--- config.mk ---
export PLATFORM = sky130hd
export DESIGN_NAME = divider_prog
export DESIGN_NICKNAME = d
export VERILOG_FILES = /design/src/rtl/clkdiv_pkg.sv /design/src/rtl/clkdiv_half_delay.sv /design/src/rtl/divider_prog.sv
export SDC_FILE = /design/constraint.sdc
export NUM_CORES = 1
export LEC_CHECK = 0
export BUFFER_PORTS_ARGS = -buffer_cell sky130_fd_sc_hd__clkbuf_2
export CELL_PAD_IN_SITES_DETAIL_PLACEMENT = 1
export CELL_PAD_IN_SITES_GLOBAL_PLACEMENT = 1
export CORE_UTILIZATION = 49
export CTS_CLUSTER_DIAMETER = 30
export DETAILED_ROUTE_END_ITERATION = 12
export PLACE_DENSITY_LB_ADDON = 0.12
export SETUP_SLACK_MARGIN = 0.4
export SLEW_MARGIN = 20
export SYNTH_ARGS = -nofsm -noshare
export SYNTH_HDL_FRONTEND = slang
export SYNTH_SLANG_ARGS = --single-unit
export TNS_END_PERCENT = 20
--- constraint.sdc ---
create_clock -name clkin -period 7.8 [get_ports clkin]
set_input_delay 1.56 -clock clkin [delete_from_list [all_inputs] [get_ports clkin]]
set_output_delay 1.56 -clock clkin [all_outputs]
set_load 0.03 [all_outputs]
--- src/rtl/clkdiv_pkg.sv ---
// clkdiv_pkg -- shared types and helpers for the programmable clock divider.
//   state_t        : divider FSM states (IDLE, RUN)
//   CLKDIV_MIN_DIV : smallest divide ratio the divider accepts
//   half_of(n)     : length of the posedge-domain high phase for ratio n
package clkdiv_pkg;

  typedef enum logic {IDLE, RUN} state_t;

  localparam int CLKDIV_MIN_DIV = 2;

  function automatic int unsigned half_of(input int unsigned n);
    return n >> 1;
  endfunction

endpackage

--- src/rtl/clkdiv_half_delay.sv ---
// clkdiv_half_delay -- retimes the posedge phase register onto the falling
// edge of the source clock. This is the only negedge logic in the divider,
// kept in its own module so its timing can be reviewed in isolation.
// Ports:
//   clkin : source clock (falling edge used here)
//   rst   : asynchronous active-high reset
//   clka  : posedge-domain phase register
//   clkb  : clka delayed by half a clkin period
module clkdiv_half_delay (
  input  logic clkin,
  input  logic rst,
  input  logic clka,
  output logic clkb
);

  logic clkb_reg;

  always_ff @(negedge clkin or posedge rst) begin
    if (rst) begin
      clkb_reg <= 1'b0;
    end else begin
      clkb_reg <= clka;
    end
  end

  assign clkb = clkb_reg;

endmodule

--- src/rtl/divider_prog.sv ---
// divider_prog -- runtime-programmable integer clock divider with 50% duty
// for both odd and even ratios. A new ratio is offered over a valid/ready
// handshake and takes effect only at a period boundary; stopping waits for
// the current period to finish so no runt pulses are produced.
// Parameters:
//   WIDTH       : width of ratio and phase counter (max ratio 2^WIDTH-1)
//   DEFAULT_DIV : ratio loaded at reset (>= 2)
// Ports:
//   clkin     : source clock, both edges used
//   rst       : asynchronous active-high reset
//   en        : run request
//   cfg_div   : requested ratio, cfg_valid qualifies it
//   cfg_ready : a ratio can be accepted (no ratio pending)
//   cfg_err   : one-cycle pulse when an offered ratio < 2 is rejected
//   clkout    : divided clock
//   clk_aout  : posedge-domain phase register (clka)
//   clk_bout  : clka retimed on the falling edge (clkb)
//   tick      : one-cycle pulse at the start of every output period
//   active    : high while running
// Optional build macro CLKDIV_PHASE_OUT_EN adds phase (counter) and
// div_cur (active ratio) outputs.
module divider_prog
  import clkdiv_pkg::*;
#(
  parameter int WIDTH       = 8,
  parameter int DEFAULT_DIV = 5
) (
  input  logic             clkin,
  input  logic             rst,
  input  logic             en,
  input  logic [WIDTH-1:0] cfg_div,
  input  logic             cfg_valid,
  output logic             cfg_ready,
  output logic             cfg_err,
  output logic             clkout,
  output logic             clk_aout,
  output logic             clk_bout,
  output logic             tick,
  output logic             active
`ifdef CLKDIV_PHASE_OUT_EN
  ,
  output logic [WIDTH-1:0] phase,
  output logic [WIDTH-1:0] div_cur
`endif
);

  if (DEFAULT_DIV < CLKDIV_MIN_DIV || DEFAULT_DIV > (2 ** WIDTH) - 1) begin : g_bad_default
    $error("divider_prog: DEFAULT_DIV must be in [2, 2^WIDTH-1]");
  end

  state_t           state_reg, state_next;
  logic [WIDTH-1:0] cnt_reg, cnt_next;
  logic [WIDTH-1:0] n_act_reg, n_act_next;
  logic [WIDTH-1:0] pend_reg, pend_next;
  logic             clka_reg, clka_next;
  logic             tick_reg, tick_next;
  logic             cfg_err_reg, cfg_err_next;
  logic             cfg_ready_reg, cfg_ready_next;

  logic             clkb;
  logic             wrap;
  logic             accept;
  logic             apply;
  logic [WIDTH-1:0] cnt_inc;
  logic [WIDTH-1:0] half_new;

  always_ff @(posedge clkin or posedge rst) begin
    if (rst) begin
      state_reg     <= IDLE;
      cnt_reg       <= '0;
      n_act_reg     <= WIDTH'(DEFAULT_DIV);
      pend_reg      <= '0;
      clka_reg      <= 1'b0;
      tick_reg      <= 1'b0;
      cfg_err_reg   <= 1'b0;
      cfg_ready_reg <= 1'b1;
    end else begin
      state_reg     <= state_next;
      cnt_reg       <= cnt_next;
      n_act_reg     <= n_act_next;
      pend_reg      <= pend_next;
      clka_reg      <= clka_next;
      tick_reg      <= tick_next;
      cfg_err_reg   <= cfg_err_next;
      cfg_ready_reg <= cfg_ready_next;
    end
  end

  always_comb begin
    state_next     = state_reg;
    cnt_next       = cnt_reg;
    clka_next      = clka_reg;
    tick_next      = 1'b0;
    pend_next      = pend_reg;
    cfg_ready_next = cfg_ready_reg;

    accept = cfg_valid & cfg_ready_reg;
    wrap   = (state_reg == RUN) && (cnt_reg == n_act_reg - WIDTH'(1));
    // A pending ratio exists exactly when cfg_ready is low. It is applied
    // at a period boundary in RUN, or on the very next edge in IDLE. A value
    // accepted on a wrap edge is not yet pending there, so it waits a period.
    apply  = !cfg_ready_reg && ((state_reg == IDLE) || wrap);

    n_act_next   = apply ? pend_reg : n_act_reg;
    // High-phase length uses the ratio that becomes active on this edge, so
    // the first period after a ratio change is already shaped correctly.
    half_new     = WIDTH'(half_of(32'(n_act_next)));
    cnt_inc      = wrap ? '0 : cnt_reg + WIDTH'(1);
    cfg_err_next = accept && (cfg_div < WIDTH'(CLKDIV_MIN_DIV));

    if (accept && !cfg_err_next) begin
      pend_next      = cfg_div;
      cfg_ready_next = 1'b0;
    end else if (apply) begin
      cfg_ready_next = 1'b1;
    end

    case (state_reg)
      IDLE: begin
        cnt_next  = '0;
        clka_next = 1'b0;
        if (en) begin
          state_next = RUN;
          clka_next  = 1'b1;
          tick_next  = 1'b1;
        end
      end
      RUN: begin
        if (wrap && !en) begin
          // Stop only on a period boundary so the last period is complete.
          state_next = IDLE;
          cnt_next   = '0;
          clka_next  = 1'b0;
        end else begin
          cnt_next  = cnt_inc;
          clka_next = (cnt_inc < half_new);
          tick_next = (cnt_inc == '0);
        end
      end
      default: begin
        state_next = IDLE;
      end
    endcase
  end

  clkdiv_half_delay u_half_delay (
    .clkin (clkin),
    .rst   (rst),
    .clka  (clka_reg),
    .clkb  (clkb)
  );

  // Odd ratios stretch the high phase by half a clkin period using clkb.
  assign clkout    = n_act_reg[0] ? (clka_reg | clkb) : clka_reg;
  assign clk_aout  = clka_reg;
  assign clk_bout  = clkb;
  assign tick      = tick_reg;
  assign active    = (state_reg == RUN);
  assign cfg_ready = cfg_ready_reg;
  assign cfg_err   = cfg_err_reg;

`ifdef CLKDIV_PHASE_OUT_EN
  assign phase   = cnt_reg;
  assign div_cur = n_act_reg;
`endif

endmodule

---- Word-level counts from Yosys, hierarchy flattened ----
Index checks and enable logic that the tools add are counted.
storage, ports and cells
  output and inout port bits .............. 7
  register bits after elaboration ......... 30
  logic and storage cells ................. 43
  input bits .............................. 12
operators by class
  equality and inequality tests ........... 1
  bitwise operators ....................... 3
  magnitude comparators ................... 2
  add/subtract/negate cells ............... 2
  muxes and demuxes ....................... 14
  reductions and logical operators ........ 11
operators by type and width
  kind                   number
  $mux W8                3
  $pmux W8 S2            1
  $add A8 B1 Y8 const B  1
  $eq A8 B8 Y1           1
  $logic_not A8 Y1       1
  $lt A8 B2 Y1 const B   1
  $lt A8 B7 Y1           1
  $sub A8 B1 Y8 const B  1
  $mux W1                7
  $pmux W1 S2            3
  $logic_and A1 B1 Y1    5
  $logic_not A1 Y1       3
  $reduce_bool A2 Y1     1
  $and A1 B1 Y1          1
  $logic_or A1 B1 Y1     1
  $not A1 Y1             1
  $or A1 B1 Y1           1

---- Logic depth before layout (Yosys ltp) ----
  word-level depth ........................ 9
  mapped depth ............................ 15
  gate-level depth less buffers ........... 15

---- Modules after synthesis ----
A second synthesis with hierarchy kept.
unflattened totals
  cell total of the unflattened synthesis .. 182
  area total of the unflattened synthesis .. 1778.0 um^2
by module, submodules not included
  module             cells each  area each (um^2)  times used
  divider_prog       180         1749.2            1
  clkdiv_half_delay  2           28.8              1

==> summary.txt <==
Cells and area
  • Final core utilization: 0.590
  • Synth-to-layout area growth: 12.6%
  • Fin cells: 249
  • Fin nets: about 220
  • Footprint of the multi-input gates: 961 µm²
  • Seq. cell area: approximately 750 µm²
  • Ant diodes: 0
  • Ratio of cells with drive above 1 in the final layout: 0.232
  • # fillers: 392

Synth
  • Syn. warnings: 0
  • Area leader, netlist: dfrtp_1
  • Synthesized Nets: between 200 and 250
  • Yosys reg bits: 30
  • Async S/R FF share, synth: 1.00
  • Post-Syn Area: 0.00179 mm²
  • Syn Inst Count: 181
  • Ys flop type: dfrtp_1
  • Post-synth cell types: 45
  • Avg Synthesized Cell Area: 9.89 µm²
  • Register area share after synthesis: 0.421
  • Top-count cell post-synth: dfrtp_1
  • Synth cell count leaders: 26 x dfrtp_1, 21 x nor2_1, 15 x nand2_1
  • Top post-synthesis cells by area: dfrtp_1 36%, ha_1 5.6%, dfstp_2 4.4%
  • Area share of the largest cell type after synthesis: 0.363
  • EDFF count, synth: 0

CTS
  • Clock Pin Slew Worst Setup and Hold Paths: 0.10 ns
  • CTS Buf Count: 5
  • Post_cts resized: 0
  • Worst-Skew Late Latency: around 0.33 ns
  • CTS root buf: clkbuf_4
  • CTS tree: done
  • Clk sinks: 30
  • Hold-fix buffers, CTS: 0
  • CTS max path bufs: 2
  • Setup bufs post-CTS: 0
  • H-tree lvl count: 2

STA
  • Final Hold Vio Count: 0
  • Slew @ Worst Pin: 0.919 ns
  • Post-Route Skew: approximately 0.015 ns
  • Setup-failing EPs final: 0
  • Slew margin rel.: 0.387
  • RSZ-0062 raised after global routing: false
  • Final hold slack: 0.526 ns
  • Setup TNS: 0 ns
  • Slew Limit Fails: 0

Floorplanning
  • Initial core utilization: 0.524
  • Core area: 0.00342 mm²
  • Die Y: 62.5 µm
  • Die ar.: approximately 0.004 mm²
  • Row cnt: 21
  • Chip width: between 60 and 70 µm
  • I/O pins: 19

Critical path
  • CP max-delay cell: dfrtn_1
  • Critical path required time: 6.24 ns
  • Crit start category: flop
  • CP Data Arrival Time: between 4 and 5 ns
  • Crit-path max FO: 2
  • Critical-path cell list: a21o_2 > clkbuf_2
  • CP Class: flop to primary output
  • Worst setup EP type: primary output
  • Slowest Stage Delay on Critical Path: approximately 0.35 ns

GRT
  • Largest net degree at the start of global routing: 31
  • Vias in the first global route: approximately 1700
  • Tot GR Track Use: 0.273
  • Initial antenna violation count: 0
  • Congestion Overflow GR: 0
  • First-pass GRT wire length: 8120 µm

Place
  • Port Buffers: 18
  • GP Congestion: between 0.8 and 0.9
  • Placed cell count: 241
  • HPWL Detailed: 3650 µm

Detailed routing
  • Total wire length: 4660 µm
  • Vias: 1459
  • Antenna violation net count after detailed routing: 0
  • DRC errors left: 0
  • DR vias/cell: slightly below 6
  • DR pass1 iterations: 4
  • DR iter-0 viols: 60
  • Post-DR wirelength/cell: 18.7 µm

Pwr
  • Maximum vdd drop: between 150 and 200 µV
  • Pleak: between 0.0009 and 0.001 µW
  • Power Dens Cells: 170 mW/mm²

Min path
  • Type of the worst min-delay path: flop to flop

Flow run
  • # Max-Cap Violations: 0

Run status
  • Status: complete, no violations
path summary, 6_finish.rpt:
check | start | endpoint | slack, ns | depth (start not counted)
max reg2reg | n_act_reg[0]$_DFFE_PP1P_ | clk_aout$_DFF_PP0_ | 3.31 | 15
min reg2reg | pend_reg[2]$_DFFE_PP0P_ | pend_reg[2]$_DFFE_PP0P_ | 0.53 | 1
max | u_half_delay.clkb$_DFF_NP0_ | clkout | 1.29 | 2
min | pend_reg[2]$_DFFE_PP0P_ | pend_reg[2]$_DFFE_PP0P_ | 0.53 | 1
min in group asynchronous | rst | pend_reg[6]$_DFFE_PP0P_ | 1.27 | 3
max in group asynchronous | rst | u_half_delay.clkb$_DFF_NP0_ | 2.42 | 3
cells in the final DEF (no fill, tap or decap), types with 3 or more instances in the layout:
cell,instances
a21o_1,4
ha_1,8
o21ai_0,6
nand3_1,5
dfstp_2,3
mux2i_1,6
dfrtp_1,26
nor4_1,3
nor3_1,3
xnor2_1,7
clkbuf_2,18
a21oi_1,5
clkbuf_4,5
inv_1,14
nand2_1,15
mux2_2,7
nor3b_1,3
nor2_1,21
xor2_1,7
cell type report:
cell class | instances | area share
repair buffers | 20 | 0.0521
clock buffers | 7 | 0.0273
clock inverters | 1 | 0.0149
inverters | 14 | 0.0261
well taps | 46 | 0.0286
flip-flops and latches | 30 | 0.374
multi-input cells | 131 | 0.477
stage by stage:
stage                     worst slack, ns  total power (µW)  instance area (µm²)
after floorplan                      1.52               202                 1790
after global placement               1.65               211                 1930
after detailed placement             1.63               215                 1930
after CTS                            1.27               345                 2020
after global routing                 1.25               357                 2020
final                                1.29               342                 2020
report_power, final:
group / leakage, µW / total [µW] / internal [µW] / switching (µW)
clock network: 0.0000455 / 130 / 76.5 / 53.8
registers: 0.000371 / 183 / 172 / 10.9
logic: 0.000495 / 28.6 / 14.9 / 13.7
metal layers:
| layer | wire (µm) | vias to the layer above | GRT usage |
|---|---|---|---|
| li1 | - | 676 | - |
| met1 | 1910 | 747 | 0.306 |
| met2 | 2510 | 27 | 0.497 |
| met3 | 149 | 9 | 0.0693 |
| met4 | 87 | 0 | 0.0959 |
| met5 | 0 | - | 0 |
cells by family after synthesis:
kind of cell / count (synthesis) / share of synthesized area
AND/OR/NAND/NOR: 64 / 0.182
AO/OA/AOI/OAI: 32 / 0.153
flip-flops: 30 / 0.421
buffers and inverters: 20 / 0.0419
XOR/XNOR: 14 / 0.0685
multiplexers: 13 / 0.0776
adder cells (fa/ha/maj): 8 / 0.0559
worst max-delay path, delay by kind of cell, from the launching register on:
family	cells	cell delay, ns
flops	1	0.35
compound gates	1	0.21
buf+inv	1	0.17
Power figures use the tool's default switching activity.
